$ cat config.mk
export PLATFORM = sky130hd
export DESIGN_NAME = age_array_gen
export DESIGN_NICKNAME = d
export VERILOG_FILES = /design/src/rtl/age_array_gen.sv
export SDC_FILE = /design/constraint.sdc
export NUM_CORES = 2
export LEC_CHECK = 0
export ABC_AREA = 0
export CAP_MARGIN = 20
export CORE_UTILIZATION = 60
export CTS_BUF_LIST = sky130_fd_sc_hd__clkbuf_8 sky130_fd_sc_hd__clkbuf_16
export DETAILED_ROUTE_END_ITERATION = 16
export PLACE_DENSITY = 0.82
export SYNTH_ARGS = -nofsm -noshare
export SYNTH_HDL_FRONTEND = slang
export SYNTH_SLANG_ARGS = --single-unit
$ cat constraint.sdc
create_clock -name clk_i -period 11.2 [get_ports clk_i]
set_input_delay 2.24 -clock clk_i [delete_from_list [all_inputs] [get_ports clk_i]]
set_output_delay 2.24 -clock clk_i [all_outputs]
set_load 0.01 [all_outputs]
$ cat src/rtl/age_array_gen.sv
// Multi-channel address generator: each channel walks its own N_DIM loop nest and
// emits flat address / bank through an independent valid-ready output register.
module age_array_gen #(
    parameter int unsigned N_CH           = 4,
    parameter int unsigned N_DIM          = 3,
    parameter int unsigned NBIT_ADDR      = 16,
    parameter int unsigned NBIT_BOUND     = 8,
    parameter int unsigned NBIT_STRIDE    = 16,
    parameter int unsigned N_BANKS        = 8,
    parameter int unsigned NBIT_LOG_BLOCK = 4,
    parameter int unsigned LOG_N_BANKS    = $clog2(N_BANKS)
) (
    input  logic                                clk_i,
    input  logic                                rst_i,
    input  logic                                start_i,
    input  logic                                abort_i,
    input  logic [N_CH-1:0]                     cfg_ch_en_i,
    input  logic [N_CH*NBIT_ADDR-1:0]           cfg_base_i,
    input  logic [N_CH*N_DIM*NBIT_BOUND-1:0]    cfg_bound_i,
    input  logic [N_CH*N_DIM*NBIT_STRIDE-1:0]   cfg_stride_i,
    input  logic [N_CH*NBIT_LOG_BLOCK-1:0]      cfg_log_block_i,
    input  logic [N_CH*LOG_N_BANKS-1:0]         cfg_start_bank_i,
    input  logic [N_CH-1:0]                     cfg_lns_i,
    input  logic [N_CH-1:0]                     out_ready_i,
    output logic [N_CH-1:0]                     out_valid_o,
    output logic [N_CH*NBIT_ADDR-1:0]           out_addr_o,
    output logic [N_CH*LOG_N_BANKS-1:0]         out_bank_idx_o,
    output logic [N_CH*N_BANKS-1:0]             out_bank_o,
    output logic [N_CH-1:0]                     out_lns_o,
    output logic [N_CH-1:0]                     out_last_o,
    output logic [N_CH-1:0]                     busy_o,
    output logic                                done_o
);

    typedef enum logic {S_IDLE, S_RUN} state_t;

    logic            start_acc;
    logic [N_CH-1:0] xfer_last;
    logic [N_CH-1:0] pending_q, pending_d;
    logic            done_q, done_d;

    assign start_acc = start_i && !abort_i && !(|busy_o) && !(|out_valid_o);

    for (genvar g = 0; g < N_CH; g++) begin : g_ch
        state_t                   state_q, state_d;
        logic [NBIT_BOUND-1:0]    iv_q     [N_DIM];
        logic [NBIT_BOUND-1:0]    iv_next  [N_DIM];
        logic [NBIT_BOUND-1:0]    bound_q  [N_DIM];
        logic [NBIT_STRIDE-1:0]   stride_q [N_DIM];
        logic [NBIT_ADDR-1:0]     base_q;
        logic [NBIT_LOG_BLOCK-1:0] log_block_q;
        logic [LOG_N_BANKS-1:0]   start_bank_q;
        logic                     cfg_lns_q;
        logic                     valid_q, last_q, lns_q;
        logic [NBIT_ADDR-1:0]     addr_q, addr_calc, shifted;
        logic [LOG_N_BANKS-1:0]   bank_idx_q, bank_calc;
        logic [N_BANKS-1:0]       bank_q;
        logic                     at_end, carry, busy, load;

        always_comb begin
            addr_calc = base_q;
            for (int unsigned d = 0; d < N_DIM; d++)
                addr_calc = addr_calc + NBIT_ADDR'(iv_q[d]) * NBIT_ADDR'(stride_q[d]);
            shifted   = addr_calc >> log_block_q;
            bank_calc = start_bank_q + shifted[LOG_N_BANKS-1:0];
        end

        // Odometer advance: dim 0 counts, wrapping dims propagate a carry upward.
        always_comb begin
            at_end = 1'b1;
            carry  = 1'b1;
            for (int unsigned d = 0; d < N_DIM; d++) begin
                iv_next[d] = iv_q[d];
                if (iv_q[d] != bound_q[d]) at_end = 1'b0;
                if (carry) begin
                    if (iv_q[d] == bound_q[d]) begin
                        iv_next[d] = '0;
                    end else begin
                        iv_next[d] = iv_q[d] + NBIT_BOUND'(1);
                        carry      = 1'b0;
                    end
                end
            end
        end

        always_ff @(posedge clk_i) begin
            if (rst_i) state_q <= S_IDLE;
            else       state_q <= state_d;
        end

        always_comb begin
            state_d = state_q;
            if (abort_i) begin
                state_d = S_IDLE;
            end else begin
                case (state_q)
                    S_IDLE:  if (start_acc && cfg_ch_en_i[g]) state_d = S_RUN;
                    S_RUN:   if (load && at_end)              state_d = S_IDLE;
                    default: state_d = S_IDLE;
                endcase
            end
        end

        always_comb begin
            busy = (state_q == S_RUN);
            load = busy && (!valid_q || out_ready_i[g]);
        end

        always_ff @(posedge clk_i) begin
            if (rst_i) begin
                valid_q <= 1'b0; last_q <= 1'b0; lns_q <= 1'b0;
                addr_q <= '0; bank_idx_q <= '0; bank_q <= '0;
                base_q <= '0; log_block_q <= '0; start_bank_q <= '0; cfg_lns_q <= 1'b0;
                for (int unsigned d = 0; d < N_DIM; d++) begin
                    iv_q[d] <= '0; bound_q[d] <= '0; stride_q[d] <= '0;
                end
            end else if (abort_i) begin
                valid_q <= 1'b0;
                last_q  <= 1'b0;
            end else if (start_acc && cfg_ch_en_i[g]) begin
                base_q       <= cfg_base_i[g*NBIT_ADDR +: NBIT_ADDR];
                log_block_q  <= cfg_log_block_i[g*NBIT_LOG_BLOCK +: NBIT_LOG_BLOCK];
                start_bank_q <= cfg_start_bank_i[g*LOG_N_BANKS +: LOG_N_BANKS];
                cfg_lns_q    <= cfg_lns_i[g];
                for (int unsigned d = 0; d < N_DIM; d++) begin
                    iv_q[d]     <= '0;
                    bound_q[d]  <= cfg_bound_i[(g*N_DIM+d)*NBIT_BOUND +: NBIT_BOUND];
                    stride_q[d] <= cfg_stride_i[(g*N_DIM+d)*NBIT_STRIDE +: NBIT_STRIDE];
                end
            end else if (load) begin
                valid_q    <= 1'b1;
                last_q     <= at_end;
                lns_q      <= cfg_lns_q;
                addr_q     <= addr_calc;
                bank_idx_q <= bank_calc;
                bank_q     <= N_BANKS'(1) << bank_calc;
                for (int unsigned d = 0; d < N_DIM; d++) iv_q[d] <= iv_next[d];
            end else if (valid_q && out_ready_i[g]) begin
                valid_q <= 1'b0;
                last_q  <= 1'b0;
            end
        end

        assign out_valid_o[g]                                  = valid_q;
        assign out_last_o[g]                                   = last_q;
        assign out_lns_o[g]                                    = lns_q;
        assign busy_o[g]                                       = busy;
        assign out_addr_o[g*NBIT_ADDR +: NBIT_ADDR]            = addr_q;
        assign out_bank_idx_o[g*LOG_N_BANKS +: LOG_N_BANKS]    = bank_idx_q;
        assign out_bank_o[g*N_BANKS +: N_BANKS]                = bank_q;
        assign xfer_last[g]                                    = valid_q && last_q && out_ready_i[g];
    end

    // done fires when the last outstanding started channel hands off its final element.
    always_comb begin
        pending_d = pending_q & ~xfer_last;
        done_d    = (|pending_q) && (pending_d == '0);
        if (abort_i) begin
            pending_d = '0;
            done_d    = 1'b0;
        end else if (start_acc) begin
            pending_d = cfg_ch_en_i;
            done_d    = (cfg_ch_en_i == '0);
        end
    end

    always_ff @(posedge clk_i) begin
        if (rst_i) begin
            pending_q <= '0;
            done_q    <= 1'b0;
        end else begin
            pending_q <= pending_d;
            done_q    <= done_d;
        end
    end

    assign done_o = done_q;

endmodule

==> impl_metrics.toml <==
[run_status]
status = "finished clean"

[hold_path]
hp-class = "reg2reg"
hp-start = "g_ch[3].addr_q[7]"
worstHoldPathCells = 2

[worst_setup_path]
path_buf_inv = 5
crit_start = "g_ch[0].iv_q[0][16]"
max_stage_delay_ps = 680
cp-start-kind = "flip-flop"
criticalPathCategory = "reg2reg"
crit_arrival_ps = 9680
required_ps = 11760
cp-end-kind = "flip-flop"
worst-r2r-cell-count = 32
cp_common_cell = "fa_1"
critPathMaxFanout = 21
r2r_start = "g_ch[0].iv_q[0][16]"
crit_path_top_delay_cell = "edfxtp_1"
crit_cells = 32
crit_family = "adder cells"

[clock_tree]
root_buffer = "clkbuf_16"
cts_max_level = 3
cts_tree = "built"
cts_resized = 0
cts_setup_buffers = 0
numClockSinks = 609
ctsHoldBuffers = 0
cts_buffers = 74
clockBufferDepth = 3
cts.clk_slew.worst_paths_ps = 60
insertion_delay_ps = 680

[sta]
setup_tns_ps = 0
grt_setup_unrepaired = "no"
setup_violations = 0
min_period_ps = 9123
fin_ws_ps = 2077
max_slew_margin_pct = 27.86
drv_slew = 0
worst_pin_slew_ps = 1082
post-route-period-util_pct = 81.46
fmax_mhz = 109.6
hold_viol_final = 0
skew_ps = 28.18

[flow_run]
drv_cap = 0

[grt]
grt_pass1_wl_um = 264000
track_usage_pct = 33.55
grt_pass1_vias = 46610
grt_overflow = 0
grt_max_degree = 97
antenna_found_initial = 8

[logic_synthesis]
ys_types = 70
syn_nets = 7871
synth_top_family_by_area = "adder cells"
async_reset_ff_share_pct = 0
netlist_area_um2 = 61830
synth.avg_cell_area_um2 = 9.897
synthCells = 6247
ys_seq_area_share_pct = 25.94
ys.flop_type = "edfxtp_1"
synth_compound_gate_area_share_pct = 4.456
synthMuxAreaShare_pct = 1.089
ys_warn_count = 0
synth_enable_flop_cells = 384
synthAdderAreaFrac_pct = 36.61
synth-seq-cells = 609
synth_xor_xnor_area_share_pct = 5.768
yosys.area_share.simple_pct = 17.47

[drt]
routed_wl_um = 170500
wl_met2_um = 80700
drt-met1-wl_um = 64890
wl_met3_um = 15940
via_count = 44794
firstDrtPassIters = 7
viasPerCell = 5.592
drt_iter0_drc = 3996
top_layer_used = "met5"
ant_nets = 0
post_drt_wl_per_cell_um = 21.29
drc_errors = 0

[placement]
hpwl_um = 136000
dpl_cell_area_um2 = 67790
place_congestion = 0.9537
preCtsSetupSlack_ps = 2220
numPortBuffers = 520

[power_and_ir_drop]
ir_drop_mv = 0.3027
power_density_nw_per_um2 = 221.0
static-leakage-power_uw = 0.03106

[die]
row_count = 117
num_io_pins = 521
initial_utilization_pct = 60.59
die-area_um2 = 104300
core_area_um2 = 102000
fp.dieH_um = 323.0
die_w_um = 323.0

[final_layout]
area_delta_synth_final_pct = 13.84
fin_util_pct = 68.98
final_area_um2 = 70380
drive_gt1_share_pct = 3.283
final_nets = 8205
state kept, by name (all words and copies together), names as in the netlist, 12 cells and up:
signal / flops
g_ch.log_block_q: 16
g_ch.start_bank_q: 12
g_ch.bank_q: 32
g_ch.addr_q: 64
g_ch.bound_q: 96
g_ch.base_q: 64
g_ch.bank_idx_q: 12
g_ch.iv_q: 96
g_ch.stride_q: 192
metrics by stage:
stage | cells | total power, uW | hold slack [ps]
final | 8010 | 15560 | 452.1
after detailed placement | 7868 | 12880 | 447.4
after CTS | 8004 | 15500 | 455.4
after global routing | 8009 | 16710 | 470.3
after floorplan | 6247 | 9886 | 432.1
after global placement | 7867 | 12650 | 440.6
cell families after synthesis:
family,Yosys count
xor gates and xnor gates,400
DFF,609
and+or+nand+nor,2143
buffers and inverters,1407
AOI/OAI and AO/OA,415
adders and majority gates,1228
muxes,45
cell type report:
class                      instances  area [um^2]
clock buffer                      79         1932
timing repair buffer             552         5430
sequential                       609        16040
clock inverter                    57        633.1
tap                             1368         1712
antenna                            1        2.502
fill                            7652        31650
inverter                        1113         4179
multi-input combinational       4231        40460
worst paths after layout:
| check | end | slack (ps) |
|---|---|---|
| worst min-delay path | g_ch[3].addr_q[7] | 450 |
| worst max register to register | g_ch[0].bank_q[1] | 2080 |
| worst max-delay path | g_ch[0].bank_q[1] | 2080 |
| worst min register to register | g_ch[3].addr_q[7] | 450 |
worst reg2reg max path: cells and delay by family, from the launching register on:
family	cells	cell delay, ps
xor gates and xnor gates	3	940
DFF	1	680
AOI/OAI and AO/OA	7	1570
and+or+nand+nor	6	870
buffers and inverters	5	250
muxes	1	270
adders and majority gates	10	4420
where the power goes:
part	leakage, uW	switching (uW)	internal [uW]
sequential	0.00583	238	2510
clock	0.00129	1050	1510
combinational	0.0239	5960	4290
total	0.0311	7250	8310
synth_stat cells, drive strengths merged (3+ instances only):
library cell	instances	area share [%]
and4	3	0.043
or2	11	0.11
nand3	81	0.66
nor4	31	0.31
edfxtp	384	19
o21ai	76	0.62
fa	968	31
buf	36	0.35
a31o	4	0.057
and2	900	9.1
a2111oi	3	0.043
nand4	3	0.030
mux4	17	0.62
a22o	76	1.1
o211ai	8	0.097
nor3	18	0.15
ha	260	5.3
a21oi	139	1.1
o31ai	8	0.097
a211o	8	0.11
nand2	816	5.0
a32o	6	0.097
a211oi	32	0.40
mux2i	20	0.32
clkbuf	258	1.6
a21o	11	0.13
mux2	8	0.15
nand2b	3	0.030
xnor3	4	0.15
xnor2	199	2.8
nor2	194	1.2
nor2b	17	0.17
a31oi	8	0.081
o211a	4	0.065
o21a	13	0.16
inv	1113	6.8
xor2	197	2.8
and3	44	0.45
dfxtp	225	7.3
or3	6	0.061
nand3b	10	0.12
cells in the final DEF, fill, tap and decap left out, types with 12 or more instances in the layout:
cell             Yosys  routed
edfxtp_1           384     384
clkbuf_16            0      75
a211oi_1            31      31
ha_1               260     260
nand3_1             81      81
mux2i_1             20      20
a22o_1              76      76
clkdlybuf4s50_1      0     519
nor2_1             193     190
fa_1               968     968
a21oi_1            138     134
and3_1              43      39
nor4_1              31      31
o21ai_0             76      75
inv_1             1113    1119
xnor2_1            198     198
and2_1             900     900
xor2_1             197     197
nor2b_1             17      17
o21a_1              13      13
buf_4               19      27
nor3_1              18      18
nand2_1            815     815
dfxtp_1            225     225
clkinv_2             0      12
mux4_2              17      17
per-layer routing:
layer / vias to the layer above / global-route usage, %
li1: 19725 / -
met1: 22361 / 43.15
met2: 2192 / 54.71
met3: 504 / 7.137
met4: 12 / 15.19
met5: - / 0
No activity file was read; power rests on OpenSTA's default activity.
